--- config.mk ---
export PLATFORM = sky130hd
export DESIGN_NAME = pipeline_trace_buffer
export DESIGN_NICKNAME = d
export VERILOG_FILES = /design/src/rtl/pipeline_trace_pkg.sv /design/src/rtl/pipeline_trace_buffer_ram.sv /design/src/rtl/pipeline_trace_buffer.sv
export SDC_FILE = /design/constraint.sdc
export NUM_CORES = 1
export LEC_CHECK = 0
export BUFFER_PORTS_ARGS = -buffer_cell sky130_fd_sc_hd__clkbuf_2
export CORE_ASPECT_RATIO = 0.9
export CORE_MARGIN = 2
export CORE_UTILIZATION = 40
export DETAILED_ROUTE_END_ITERATION = 7
export GPL_TIMING_DRIVEN = 0
export SYNTH_ARGS = -nofsm -noshare
export SYNTH_HDL_FRONTEND = slang
export SYNTH_SLANG_ARGS = --single-unit
--- constraint.sdc ---
create_clock -name clk -period 11.3 [get_ports clk]
set_clock_uncertainty 0.1 [all_clocks]
set_input_delay 2.26 -clock clk [delete_from_list [all_inputs] [get_ports clk]]
set_output_delay 2.26 -clock clk [all_outputs]
set_load 0.05 [all_outputs]
--- src/rtl/pipeline_trace_pkg.sv ---
`default_nettype none
// ============================================================================
// Module   : pipeline_trace_pkg
// Purpose  : Shared state encoding and packed-entry layout for the trace buffer
// Revision : 1.0 - initial release
// ============================================================================
package pipeline_trace_pkg;

    typedef enum logic [1:0] {
        ST_IDLE  = 2'd0,
        ST_ARMED = 2'd1,
        ST_POST  = 2'd2,
        ST_DONE  = 2'd3
    } trace_state_t;

    // Entry layout, MSB first: {wwreg, wdest, pc, inst, wdata}
    function automatic int entry_w(input int data_w, input int reg_w);
        return 1 + reg_w + 3 * data_w;
    endfunction

    function automatic int off_wdata();
        return 0;
    endfunction

    function automatic int off_inst(input int data_w);
        return data_w;
    endfunction

    function automatic int off_pc(input int data_w);
        return 2 * data_w;
    endfunction

    function automatic int off_wdest(input int data_w);
        return 3 * data_w;
    endfunction

    function automatic int off_wwreg(input int data_w, input int reg_w);
        return 3 * data_w + reg_w;
    endfunction

endpackage
`default_nettype wire

--- src/rtl/pipeline_trace_buffer_ram.sv ---
`default_nettype none
// ============================================================================
// Module   : trace_ram
// Purpose  : Simple dual-port RAM, synchronous write, registered read (1 cycle)
// Revision : 1.0 - initial release
// ============================================================================
module trace_ram #(
    parameter int DEPTH = 16,
    parameter int WIDTH = 102,
    localparam int AW = $clog2(DEPTH)
) (
    input  logic             clk,
    input  logic             wr_en,
    input  logic [AW-1:0]    wr_addr,
    input  logic [WIDTH-1:0] wr_data,
    input  logic             rd_en,
    input  logic [AW-1:0]    rd_addr,
    output logic [WIDTH-1:0] rd_data
);

    logic [WIDTH-1:0] r_mem [DEPTH];
    logic [WIDTH-1:0] r_rd_data;

    always_ff @(posedge clk) begin
        if (wr_en) begin
            r_mem[wr_addr] <= wr_data;
        end
    end

    always_ff @(posedge clk) begin
        if (rd_en) begin
            r_rd_data <= r_mem[rd_addr];
        end
    end

    assign rd_data = r_rd_data;

endmodule
`default_nettype wire

--- src/rtl/pipeline_trace_buffer.sv ---
`default_nettype none
// ============================================================================
// Module   : pipeline_trace_buffer
// Purpose  : Write-back stage trace buffer with PC/forced trigger and readout.
//            Define TRACE_WB_FILTER_EN to record only register-writing cycles.
// Revision : 1.0 - initial release
// ============================================================================
module pipeline_trace_buffer
    import pipeline_trace_pkg::*;
#(
    parameter int DATA_W    = 32,
    parameter int REG_W     = 5,
    parameter int DEPTH     = 16,
    parameter int POST_TRIG = 8,
    localparam int ENTRY_W  = entry_w(DATA_W, REG_W),
    localparam int AW       = $clog2(DEPTH),
    localparam int CW       = $clog2(DEPTH + 1)
) (
    input  logic               clk,
    input  logic               rst_n,
    input  logic               arm,
    input  logic               trig_en,
    input  logic [DATA_W-1:0]  trig_pc,
    input  logic               force_trig,
    input  logic [DATA_W-1:0]  pc,
    input  logic [DATA_W-1:0]  inst,
    input  logic               wwreg,
    input  logic [REG_W-1:0]   wdest,
    input  logic [DATA_W-1:0]  wdata,
    input  logic               rd_req,
    input  logic [AW-1:0]      rd_idx,
    output logic               rd_valid,
    output logic [ENTRY_W-1:0] rd_entry,
    output logic [1:0]         state,
    output logic               triggered,
    output logic [CW-1:0]      count,
    output logic               overflow
);

    localparam int c_off_wdata = off_wdata();
    localparam int c_off_inst  = off_inst(DATA_W);
    localparam int c_off_pc    = off_pc(DATA_W);
    localparam int c_off_wdest = off_wdest(DATA_W);
    localparam int c_off_wwreg = off_wwreg(DATA_W, REG_W);

    trace_state_t     r_state;
    logic [AW-1:0]    r_wptr;
    logic [CW-1:0]    r_count;
    logic [AW-1:0]    r_post;
    logic             r_triggered;
    logic             r_overflow;
    logic             r_rd_valid;

    logic             w_capturing;
    logic             w_qualify;
    logic             w_store;
    logic             w_trigger;
    logic             w_rd_ok;
    logic             w_rd_fire;
    logic [AW-1:0]    w_rd_addr;
    logic [ENTRY_W-1:0] w_wr_entry;
    logic [ENTRY_W-1:0] w_ram_q;

    assign w_capturing = (r_state == ST_ARMED) || (r_state == ST_POST);

`ifdef TRACE_WB_FILTER_EN
    assign w_qualify = w_capturing & wwreg;
`else
    assign w_qualify = w_capturing;
`endif

    // A re-arm discards the sample of its own cycle
    assign w_store   = w_qualify & ~arm;
    assign w_trigger = force_trig | (trig_en & (pc == trig_pc));

    always_comb begin
        w_wr_entry = '0;
        w_wr_entry[c_off_wdata +: DATA_W] = wdata;
        w_wr_entry[c_off_inst  +: DATA_W] = inst;
        w_wr_entry[c_off_pc    +: DATA_W] = pc;
        w_wr_entry[c_off_wdest +: REG_W]  = wdest;
        w_wr_entry[c_off_wwreg]           = wwreg;
    end

    // Once wrapped, the oldest surviving entry sits at the write pointer
    assign w_rd_addr = (r_overflow ? r_wptr : '0) + rd_idx;
    assign w_rd_ok   = (r_state == ST_DONE) && (CW'(rd_idx) < r_count);
    assign w_rd_fire = rd_req & w_rd_ok;

    always_ff @(posedge clk or negedge rst_n) begin
        if (!rst_n) begin
            r_state     <= ST_IDLE;
            r_wptr      <= '0;
            r_count     <= '0;
            r_post      <= '0;
            r_triggered <= 1'b0;
            r_overflow  <= 1'b0;
            r_rd_valid  <= 1'b0;
        end else begin
            r_rd_valid <= w_rd_fire;
            if (arm) begin
                r_state     <= ST_ARMED;
                r_wptr      <= '0;
                r_count     <= '0;
                r_post      <= '0;
                r_triggered <= 1'b0;
                r_overflow  <= 1'b0;
            end else begin
                if (w_store) begin
                    r_wptr <= r_wptr + 1'b1;
                    if (r_count != CW'(DEPTH)) begin
                        r_count <= r_count + 1'b1;
                    end
                    if (r_wptr == AW'(DEPTH - 1)) begin
                        r_overflow <= 1'b1;
                    end
                end
                case (r_state)
                    ST_ARMED: begin
                        if (w_trigger) begin
                            r_triggered <= 1'b1;
                            r_post      <= AW'(POST_TRIG);
                            r_state     <= (POST_TRIG == 0) ? ST_DONE : ST_POST;
                        end
                    end
                    ST_POST: begin
                        if (w_store) begin
                            r_post <= r_post - 1'b1;
                            if (r_post == AW'(1)) begin
                                r_state <= ST_DONE;
                            end
                        end
                    end
                    default: begin
                    end
                endcase
            end
        end
    end

    trace_ram #(
        .DEPTH (DEPTH),
        .WIDTH (ENTRY_W)
    ) u_ram (
        .clk     (clk),
        .wr_en   (w_store),
        .wr_addr (r_wptr),
        .wr_data (w_wr_entry),
        .rd_en   (w_rd_fire),
        .rd_addr (w_rd_addr),
        .rd_data (w_ram_q)
    );

    assign rd_valid  = r_rd_valid;
    assign rd_entry  = r_rd_valid ? w_ram_q : '0;
    assign state     = r_state;
    assign triggered = r_triggered;
    assign count     = r_count;
    assign overflow  = r_overflow;

endmodule
`default_nettype wire

[Word-level counts from Yosys, hierarchy flattened]
Memories as Yosys holds them, arrays and structs flattened. A register that Yosys moved wholly into a read port is not among the register bits.
Index checks and enable logic that the tools add are counted.
Widths: inputs -> output; s select.
Cells by class
  add/sub/neg operators: 4
  multiply operators: 0
  divide/modulo/power cells: 0
  order comparisons: 1
  equal/unequal tests: 10
  shift-type cells: 0
  multiplexer cells: 24
  bitwise logic cells: 5
  reduce and logical (&&, ||, !) cells: 13
Operators with widths (number)
  $mux 102: 1
  $eq 32x32->1: 1
  $mux 4: 6
  $mux 5: 3
  $reduce_bool 2->1: 5
  $mux 1: 8
  $mux 2: 4
  $pmux 4 s2: 1
  $ne 3x2->1 const B: 2
  $reduce_and 2->1: 3
  $add 5x1->5 const B: 1
  $lt 4x5->1: 1
  $ne 5x5->1 const B: 1
  $add 4x1->4 const B: 1
  $add 4x4->4: 1
  $eq 2x2->1 const B: 2
  $eq 4x1->1 const B: 1
  $eq 4x4->1 const B: 1
  $pmux 2 s2: 1
  $reduce_and 4->1: 1
  $sub 4x1->4 const B: 1
  $and 1x1->1: 3
  $ne 3x3->1 const B: 1
  $reduce_and 3->1: 1
  other kinds (6): 6
Storage, ports and cells
  bits in registers: 18
  bits in latches: 0
  bits in writable memories: 1632
  memory bits (read-only): 0
  input bits: 144
  output and inout bits: 112
  logic and storage cells: 65
  memories: 1
Memory list
  u_ram.r_mem: words 16, width 102, rd ports 1, clocked after Yosys merged registers in 1, write ports 1, RTL line pipeline_trace_buffer_ram.sv:21  | logic [WIDTH-1:0] r_mem [DEPTH];

[Depth between registers and ports, before layout]
  depth after elaboration: 6
  depth in mapped cells: 11
  depth with buffers taken out: 9

[Cells and area by module]
From an unflattened synthesis, not the netlist that was laid out.
Unflattened totals
  cells, all modules: 2900
  area, all modules: 66256.0 µm²
Modules (own cells, without submodules)
  trace_ram: times used 1, cells each 2610, area each 63982.6 µm², sequential area each 52069.9 µm²
  pipeline_trace_buffer: times used 1, cells each 290, area each 2273.4 µm², sequential area each 450.4 µm²

[Worst setup path after synthesis]
Ideal clock, no wire load.
  path kind: input -> register
  start: input port arm
  end: memory u_ram.r_mem[3][0], enable pin
  library setup time: 0.688 ns
  arrival: 9.533 ns
  required time: 10.512 ns
  setup slack: 0.979 ns
  stages: 3
  buffers on the path: 0
  path through: nor2_1 > nand2_1 > nor3_1
On the way
  word-level cells in the longest chain between the ends: 4
RTL lines
  start: declaration: RTL line pipeline_trace_buffer.sv:21  | input logic arm,
  $not 1->1: RTL line pipeline_trace_buffer.sv:73  | assign w_store = w_qualify & ~arm;
  $and 1x1->1: RTL line pipeline_trace_buffer.sv:73
  $mux 1: RTL line pipeline_trace_buffer_ram.sv:25  | if (wr_en) begin
  $mux 1 (not written as such): RTL line pipeline_trace_buffer_ram.sv:26  | r_mem[wr_addr] <= wr_data;
  end: declaration: RTL line pipeline_trace_buffer_ram.sv:21
No other way between the ends.

[Worst setup path in the final report]
  start: register r_rd_valid, in the netlist rd_valid
  end: output port rd_entry[26]
On the way
  word-level cells in the longest chain between the ends: 1
RTL lines
  start: declaration: RTL line pipeline_trace_buffer.sv:52  | logic r_rd_valid;
  start signal: assignment: RTL line pipeline_trace_buffer.sv:100  | r_rd_valid <= w_rd_fire;
  $mux 102: RTL line pipeline_trace_buffer.sv:155  | assign rd_entry = r_rd_valid ? w_ram_q : '0;
  end: declaration: RTL line pipeline_trace_buffer.sv:33  | output logic [ENTRY_W-1:0] rd_entry,
No other way between the ends.

==> metrics.txt <==
most frequent cells in the layout=edfxtp_1 (1734), nand2_1 (419), mux4_2 (408), clkbuf_2 (259), clkbuf_16 (175); post-route clock period utilization=a little over half; Slew Limit Fails=0; register area share after synthesis=about four fifths; Total GRT Usage=approximately a fifth; I/O Buffers=around 260; Worst-Margin Slew=1.23 ns; DRT antenna net count=0; routed length per instance=about 27 microns; R2R Setup Slk=6.37 ns; Hold Vio Cnt, Final=0; post-synthesis cell type count=42; Final setup viols=0; fin util=a little under half; CTS tree=built; WS Path Type=register to output port; Post-Route Setup TNS=0 ns; maximum fanout along the worst path=10; Synth area leaders=edfxtp_1 (77%), mux4_2 (14%), nand2_1 (2.3%), and2_1 (0.96%), a31oi_1 (0.95%); crit end category=output port; Critical Path RT=8.94 ns; commonest non-fill, non-tap cell in the layout=edfxtp_1; area leader, netlist=edfxtp_1; DR DRC count=0; Syn-to-layout area delta=17.1%; CTS buffer count=173; synthesized area per cell=roughly 21 sq um; nets=approximately 3900; Cell Rows=roughly 140; RSZ-0062 raised after global routing=false; DR vias/cell=~5.4; DRT iter0 DRCs=between 3000 and 4000; Leak=~26 nW; Final min period=between 5 and 6 ns; Async SR Flop Fraction=1.03%; Post-synth EDFFs=between 1500 and 2000; Post-DP HPWL=around 110 mm; Setup crit start kind=register; Primary FF master, synth=edfxtp_1; largest net degree at the start of global routing=42; YS warnings=0; PD cells=184 nW/um^2; max_slew headroom=18.2%; Max VDD drop=approximately 120 uV; hold_buf cts=0; Max-cap violations=0; # IOs=256; Overflow after GRT=0; dpl ws=4.34 ns; die width=around 440 microns; vias in the first global route=approximately 34000; share of cells above drive strength 1=between 20% and 30%; die area=171000 sq um; Clock Tree Buf Depth=3; clock root buffer=clkbuf_16; Yosys top cell area share=roughly 77%; max frequency=about 170 MHz; Post-Route WL=167 mm; Hold Crit Start=triggered; Syn Inst Count=~3200; Reg2Reg Launch Point=r_wptr[0]; Post-CTS Setup Repair Bufs=0; CORE AREA=between 150000 and 200000 sq um; effective utilization at floorplan=40.3%; Cell Area, Synth=~67000 sq um; # clock sinks=approximately 1800; Hold/Removal Path Class=register to register; routed via count=~33000; H-tree level count=4; Yosys reg bits=about 1800; clock-pin slew on the worst setup and hold paths=~0.060 ns; final total power=approximately 0.015 W; status=finished, final reports clean; fin area=about 79000 sq um; Die Y=393 microns; post_cts resized=0; Worst-Skew Late Latency=0.80 ns; first-pass GRT wire length=roughly 240 mm; Mapped Nets=approximately 3400; GP Congestion=roughly 0.74; antenna violations before repair=17; worst setup margin=~5.4 ns; Cell Area, Placed=~73000 sq um; crit path DAT=3.59 ns; DR pass1 iterations=5; Critical Path Start=rd_valid
## final cells by class
type / count / area [sq um]
flip-flops and latches: 1752 / 52500
plain buffers: 174 / 855
repair buffers: 367 / 3040
well taps: 2232 / 2790
multi-input cells: 1282 / 13900
clock inverters: 104 / 998
clock buffers: 209 / 4510
inverters: 18 / 67.6
fillers: 13905 / 87900
diodes: 4 / 10.0
## cell families (layout without fill, tap and decap cells)
kind of cell,after synthesis,after routing,share of synthesized area (%)
mux,411,411,13.7
simple gates,684,684,4.69
other cells,0,4,0
buf+inv,192,872,1.37
fa+ha+maj,18,18,0.346
flops,1752,1752,78.1
xor+xnor,44,44,0.573
compound gates,125,125,1.20
## cells in the mapped netlist (2+ instances only)
cell	count
a21o_1	2
a21oi_1	7
a311oi_1	2
a31oi_1	102
and2_1	103
and3_1	102
buf_1	31
buf_2	14
buf_4	41
buf_6	2
clkbuf_1	84
dfrtp_1	18
edfxtp_1	1734
ha_1	17
inv_1	18
mux2i_1	3
mux4_2	408
nand2_1	419
nand2b_1	4
nand3_1	4
nand4_1	3
nand4b_1	2
nor2_1	29
nor2b_1	2
nor3_1	6
nor4_1	7
o21ai_0	5
xnor2_1	7
xor2_1	37
## metal layers
layer	wire length [microns]	part of all wire [%]	GRT usage, %
met2	79900	48	31.2
met4	3880	2.3	5.52
met1	71100	43	27.4
met5	75	0.045	0
met3	12200	7.3	3.89
## flip-flops by register name, summed over array words and instances, names as in the netlist
signal and flops:
overflow 1, r_wptr 4, state 2, count 5, u_ram.rd_data 102, triggered 1, u_ram.r_mem 1632, rd_valid 1
r_post 4
## per-stage QoR
stage,cells,hold slack (ns)
floorplan,3226,0.427
global placement,5713,0.419
detailed placement,5825,0.419
CTS,6138,0.430
global route,6140,0.442
finish,6142,0.441
## where the power goes
group          leakage (nW)  internal (W)  switching [W]
Clock                  2.71       0.00320        0.00246
Combinational          7.31      0.000467       0.000850
Sequential             15.9       0.00748      0.0000698
Total                  25.9        0.0111        0.00338
## final timing paths
path | endpoint | depth (start not counted)
setup / recovery | rd_entry[26] | 5
hold / removal | triggered | 2
setup reg to reg | u_ram.rd_data[100] | 10
hold reg to reg | triggered | 2
max in group asynchronous | count[1] | 1
min in group asynchronous | rd_valid | 1
## worst max-delay path: stages, from the launching register on
cell,delay [ns]
dfrtp_1,0.74
clkbuf_2,0.50
buf_12,0.24
clkbuf_1,0.54
and2_1,0.39
clkbuf_2,0.34
Power figures use the tool's default switching activity.
